<file path="src/rtl/countdown_timer_mmss.sv">
// countdown_timer_mmss: MM:SS BCD countdown controller with tick prescaler and door interlock
module countdown_timer_mmss #(
  parameter int TICKS_PER_SEC = 1
) (
  input  logic       clk,
  input  logic       rst_n,
  input  logic       tick,
  input  logic       load,
  input  logic [3:0] din_mt,
  input  logic [3:0] din_mu,
  input  logic [3:0] din_st,
  input  logic [3:0] din_su,
  input  logic       start,
  input  logic       stop,
  input  logic       door_closed,
  output logic [3:0] min_t,
  output logic [3:0] min_u,
  output logic [3:0] sec_t,
  output logic [3:0] sec_u,
  output logic       running,
  output logic       done
);
  typedef enum logic [1:0] {IDLE, RUN, PAUSE, DONE} state_t;
  state_t     r_state;
  logic [3:0] r_mt, r_mu, r_st, r_su;
  logic [7:0] r_pre;
  logic       r_running, r_done;
  logic       w_b0, w_b1, w_b2, w_is_zero, w_dec_zero, w_wrap, w_start_ok;
  logic [3:0] w_dmt, w_dmu, w_dst, w_dsu;
  logic [3:0] w_lmt, w_lmu, w_lst, w_lsu;
  logic [7:0] w_pre_inc;
  assign w_b0       = r_su == 4'd0;
  assign w_b1       = w_b0 && r_st == 4'd0;
  assign w_b2       = w_b1 && r_mu == 4'd0;
  assign w_dsu      = w_b0 ? 4'd9 : r_su - 4'd1;
  assign w_dst      = w_b0 ? (r_st == 4'd0 ? 4'd5 : r_st - 4'd1) : r_st;
  assign w_dmu      = w_b1 ? (r_mu == 4'd0 ? 4'd9 : r_mu - 4'd1) : r_mu;
  assign w_dmt      = w_b2 ? r_mt - 4'd1 : r_mt;
  assign w_is_zero  = {r_mt, r_mu, r_st, r_su} == 16'd0;
  assign w_dec_zero = {w_dmt, w_dmu, w_dst, w_dsu} == 16'd0;
  assign w_lmt      = din_mt > 4'd9 ? 4'd9 : din_mt;
  assign w_lmu      = din_mu > 4'd9 ? 4'd9 : din_mu;
  assign w_lst      = din_st > 4'd5 ? 4'd5 : din_st;
  assign w_lsu      = din_su > 4'd9 ? 4'd9 : din_su;
  assign w_pre_inc  = r_pre + 8'd1;
  assign w_wrap     = w_pre_inc == 8'(TICKS_PER_SEC);
  assign w_start_ok = (r_state == IDLE || r_state == PAUSE) && door_closed && !w_is_zero;
  // Controller: commands resolved in priority order stop, door open, load, start, tick
  always_ff @(posedge clk or negedge rst_n) begin
    if (!rst_n) begin
      r_state   <= IDLE;
      {r_mt, r_mu, r_st, r_su} <= 16'd0;
      r_pre     <= 8'd0;
      r_running <= 1'b0;
      r_done    <= 1'b0;
    end else begin
      r_done <= 1'b0;
      if (stop) begin
        r_running <= 1'b0;
        if (r_state == RUN) begin
          r_state <= PAUSE;
        end else begin
          r_state <= IDLE;
          {r_mt, r_mu, r_st, r_su} <= 16'd0;
        end
      end else if (!door_closed && r_state == RUN) begin
        r_state   <= PAUSE;
        r_running <= 1'b0;
      end else if (load && r_state != RUN) begin
        r_state <= IDLE;
        {r_mt, r_mu, r_st, r_su} <= {w_lmt, w_lmu, w_lst, w_lsu};
      end else if (start && w_start_ok) begin
        r_state   <= RUN;
        r_running <= 1'b1;
        r_pre     <= 8'd0;
      end else if (tick && r_state == RUN) begin
        r_pre <= w_wrap ? 8'd0 : w_pre_inc;
        if (w_wrap) begin
          {r_mt, r_mu, r_st, r_su} <= {w_dmt, w_dmu, w_dst, w_dsu};
          if (w_dec_zero) begin
            r_state   <= DONE;
            r_running <= 1'b0;
            r_done    <= 1'b1;
          end
        end
      end
    end
  end
  assign min_t   = r_mt;
  assign min_u   = r_mu;
  assign sec_t   = r_st;
  assign sec_u   = r_su;
  assign running = r_running;
  assign done    = r_done;
endmodule

</file>
<file path="config.mk">
export PLATFORM = sky130hd
export DESIGN_NAME = countdown_timer_mmss
export DESIGN_NICKNAME = d
export VERILOG_FILES = /design/src/rtl/countdown_timer_mmss.sv
export SDC_FILE = /design/constraint.sdc
export NUM_CORES = 1
export LEC_CHECK = 0
export CAP_MARGIN = 25
export CELL_PAD_IN_SITES_DETAIL_PLACEMENT = 0
export CELL_PAD_IN_SITES_GLOBAL_PLACEMENT = 1
export CORE_MARGIN = 5
export CORE_UTILIZATION = 38
export DETAILED_ROUTE_END_ITERATION = 6
export GPL_TIMING_DRIVEN = 0
export PLACE_DENSITY = 0.88
export RECOVER_POWER = 100
export SKIP_CTS_REPAIR_TIMING = 1
export SYNTH_ARGS = -nofsm -noshare
export SYNTH_HDL_FRONTEND = slang
export SYNTH_SLANG_ARGS = --single-unit
</file>
<file path="constraint.sdc">
create_clock -name clk -period 2.5 [get_ports clk]
set_input_delay 0.25 -clock clk [delete_from_list [all_inputs] [get_ports clk]]
set_output_delay 0.25 -clock clk [all_outputs]
set_load 0.02 [all_outputs]
</file>
# Word-level counts from Yosys, hierarchy flattened
# Cells that the tools add are included.
# op_classes
eq_ne	8
n_addsub	5
bitwise	3
mux	60
n_reduce_logical	30
magnitude_cmp	4
# op_table
op	count
4-bit 2-to-1 mux	35
16-bit zero test	2
8-bit 2-to-1 mux	3
2-bit 2-to-1 mux	8
4-bit by 1-bit subtractor with 4-bit output, second input constant	4
5-bit nonzero test	3
1-bit 2-to-1 mux	14
4-bit greater-than comparator, second input constant	3
4-bit zero test	3
4-bit nonzero test	3
8-bit by 1-bit adder with 8-bit output, second input constant	1
8-bit by 1-bit == test with 1-bit output, second input constant	1
1-bit logical AND	8
4-bit AND reduction	2
3-bit != test, second input constant	2
3-bit nonzero test	2
5-bit AND reduction	1
4-bit by 3-bit greater-than comparator with 1-bit output, second input constant	1
2-bit != test, second input constant	2
1-bit NOT	3
3-bit AND reduction	1
2-bit by 1-bit == test with 1-bit output, second input constant	1
2-bit == test, second input constant	1
1-bit zero test	2
4 further kinds	4
# totals
ff_bits	28
input_bits	23
out_inout_bits	18

# Logic depth before layout (Yosys ltp)
# logic_depth
depth_word	12
ltp_mapped	9

# Worst setup path before layout
# OpenSTA, ideal clock, no wires.
# synth_timing
kind	reg2reg
start	register r_pre[0]
end	register r_running, in the netlist running
stages_incl_launch_ff	8
t_required_ns	2.380
setup_ns	0.120
arrival_ns	2.045
slack_ns	0.335
synth_period_minus_slack_ns	2.165
cell_sequence	dfrtp_1 > inv_1 > ha_1 > or4b_4 > nor3_2 > nor2_1 > or4_4 > and3b_1
# synth_via
elab_chain_cells	4
# synth_lines
element	line	text
start: declaration	26	logic [7:0] r_pre;
start signal: assignment	77	r_pre <= w_wrap ? 8'd0 : w_pre_inc;
8-bit by 1-bit adder with 8-bit output	45	assign w_pre_inc = r_pre + 8'd1;
8-bit by 1-bit == test with 1-bit output	46	assign w_wrap = w_pre_inc == 8'(TICKS_PER_SEC);
4-bit nonzero test (no line)	-	
4-bit AND reduction (no line)	-	
end signal: assignment	54	r_running <= 1'b0;
end signal: assignment	59	r_running <= 1'b0;
end signal: assignment	68	r_running <= 1'b0;
end: declaration	27	logic r_running, r_done;
# No other way between the ends.
# A chain may end at the register's enable or synchronous reset.

# Final worst setup path
# Same ends and word-level chain as after synthesis.

==> reports/metrics.yaml <==
worst_ep_required_time_ps: 2680
finalCritPeriodShare_pct: 95.7
arrival_ps: 2570
cpLargestDelayFamily: "simple AND/OR/NAND/NOR gates"
synth_top_area_share_pct: 36.3
die_area_um2: 6600
syn_area_um2: 1930
grtUsageTotal_pct: 17.7
fillers: 531
wl_met3_um: 339
gp_congestion: 0.819
drc_errors: 0
ys_types: 53
cts_tree: "built"
placed_area_um2: 2440
synth_edf_count: 0
htreeDepth: 1
io_pins: 41
ys_warn_count: 0
drv_slew: 0
r2r_setup_slack_ps: 110
yosys.area.top_type: "dfrtp_1"
fmaxAchievable_mhz: 418
yosys-top-cells-count: "28 x dfrtp_1, 25 x nand2_1, 24 x o21ai_0"
drt-total-wl_mm: 5.57
intPower_uw: 800
setup_viol: 0
postSynthAreaPerCell_um2: 8.32
drv_cap: 0
synth_area_leaders: "dfrtp_1 36%, o21ai_0 6.2%, nand2_1 4.9%"
hold_path.class: "primary input to asynchronous set/reset pin"
hpwl_mm: 4.21
placementRows: 26
grt_max_degree: 16
swShare_pct: 35.0
crit_chain: "inv_1, ha_1, or4b_4, nor3_2, nor2_1, or4_1, and3b_1"
synthArstFlopShare_pct: 100
first_pass_iters: 4
num-nets-final: 308
cp-end-kind: "flop"
p_comb_share_pct: 32.8
clkSinkCount: 28
die_h_um: 81.3
via_per_inst: 5.58
max_slew_margin_pct: 45.1
worst_slew_pin_slew_ps: 823
rsz0062_at_grt: "no"
skew_ps: 1.92
reg2regPathDepth: 7
p_leak_nw: 1.01
switchingPower_uw: 432
syn_nets: 259
grt_pass1_wl_mm: 9.09
drtIter0Drc: 128
peakVddDrop_mv: 0.189
seq_area_frac_synth_pct: 36.3
route.vias.total: 1954
hold_viol: 0
setup_tns_ps: 0
ant_nets: 0
status: "finished clean"
met1_length_mm: 2.46
cp-start-kind: "flop"
antenna_found_initial: 0
wl_met2_mm: 2.73
period_needed_ps: 2390
clkTransAtPathRegs_ps: 100
multi_input_comb_area_um2: 1130
top_layer: "met4"
reg2reg_to: "running"
drive_above_1_share_pct: 8.57
slowest_stage: "or4_1"
wl_per_cell_um: 15.9
clkLatencyLatePin_ps: 280
finalPower_mw: 1.23
stdcell_area_um2: 2500
r2r-start: "r_pre[0]"
finish.utilization_pct: 49.9
grt-ovfl-total: 0
area.growth.synth_to_final_pct: 29.4
worst-path-buf-inv: 1
synth_cells: 232
grt_pass1_vias: 1870
synth_flop_cell: "dfrtp_1"
ff_latch_area_um2: 702
core_region_area_um2: 5010
diodes: 0
p_seq_share_pct: 43.3
cts.path.max_buffers: 2
ys_ff_latch: 28
path_class: "flop to flop"
cts-buffers-inserted: 3
yosysMostFrequentCell: "dfrtp_1"
powerDensity_nw_per_um2: 493
clock_power_share_pct: 23.9
port-buffer-count: 40
dieWidth_um: 81.3
cp_max_fo: 6
root_buffer: "clkbuf_8"
start_util_pct: 38.5
slowest_delay_ps: 600
## cell families (layout without fill, tap and decap cells)
| logic type | count (synthesis) | count (layout) | share of synthesized area [%] |
|---|---|---|---|
| simple gates | 102 | 102 | 29.8 |
| compound gates | 76 | 76 | 25.7 |
| flops | 28 | 28 | 36.3 |
| buf+inv | 19 | 67 | 4.15 |
| fa+ha+maj | 4 | 4 | 2.59 |
| xor+xnor | 3 | 3 | 1.36 |
## metal layers
layer	global-route usage, %	vias to the layer above
li1	-	965
met1	22.5	931
met2	30.7	52
met3	3.33	6
met4	4.39	0
met5	0	-
## cell type report
| cell class | count | area share (%) |
|---|---|---|
| clock buffer | 4 | 2.20 |
| timing repair buffer | 44 | 17.6 |
| tap | 70 | 3.51 |
| inverter | 9 | 1.35 |
| sequential | 28 | 28.1 |
| multi-input combinational | 185 | 45.4 |
| buffer | 10 | 1.85 |
## state kept, by name, indices dropped and copies added, names as in the netlist
| signal | count |
|---|---|
| r_pre | 8 |
| min_t | 4 |
| min_u | 4 |
| sec_t | 4 |
| sec_u | 4 |
| r_state | 2 |
| done | 1 |
| running | 1 |
## cells in the final DEF (no fill, tap or decap), types with 6 or more instances in the layout
| master | instances |
|---|---|
| clkdlybuf4s50_1 | 21 |
| clkbuf_1 | 9 |
| nor3_1 | 11 |
| inv_1 | 9 |
| dlygate4sd3_1 | 19 |
| nand3_1 | 6 |
| dfrtp_1 | 27 |
| a21oi_1 | 14 |
| o31ai_1 | 9 |
| nand2_1 | 25 |
| nor2_1 | 23 |
| a31oi_1 | 6 |
| o21ai_0 | 25 |
## worst max-delay path by stage
stage,start,cells after the start,slack [ps],endpoint
after floorplan,r_pre[0],7,330,running
after global placement,tick,7,-30,sec_t[2]
after detailed placement,tick,7,-50,sec_t[2]
after CTS,r_pre[0],7,50,sec_t[2]
after global routing,sec_t[0],8,7,r_pre[6]
final,r_pre[0],7,110,running
## worst reg2reg max path, cell delays in order (launching register included)
cell and delay, ps:
dfrtp_2 450, inv_1 90, ha_1 170, or4b_4 490, nor3_2 170, nor2_1 110, or4_1 600, and3b_1 210
## stage by stage
step	setup WS, ps	hold slack (ps)	instances
finish	107	448	350
global route	7.22	518	350
CTS	46.1	453	347
detailed placement	-46.8	552	343
global placement	-26.2	547	342
floorplan	335	-45.6	232
## power by group through the flow
stage                     Clock [mW]  Sequential (mW)  Combinational [mW]
after floorplan                    0            0.568               0.206
after global placement             0            0.543               0.407
after detailed placement           0            0.543               0.415
after CTS                      0.302            0.534               0.417
after global routing           0.323            0.540               0.442
final                          0.295            0.533               0.404
Note: power is estimated with default switching activity, not from simulation.
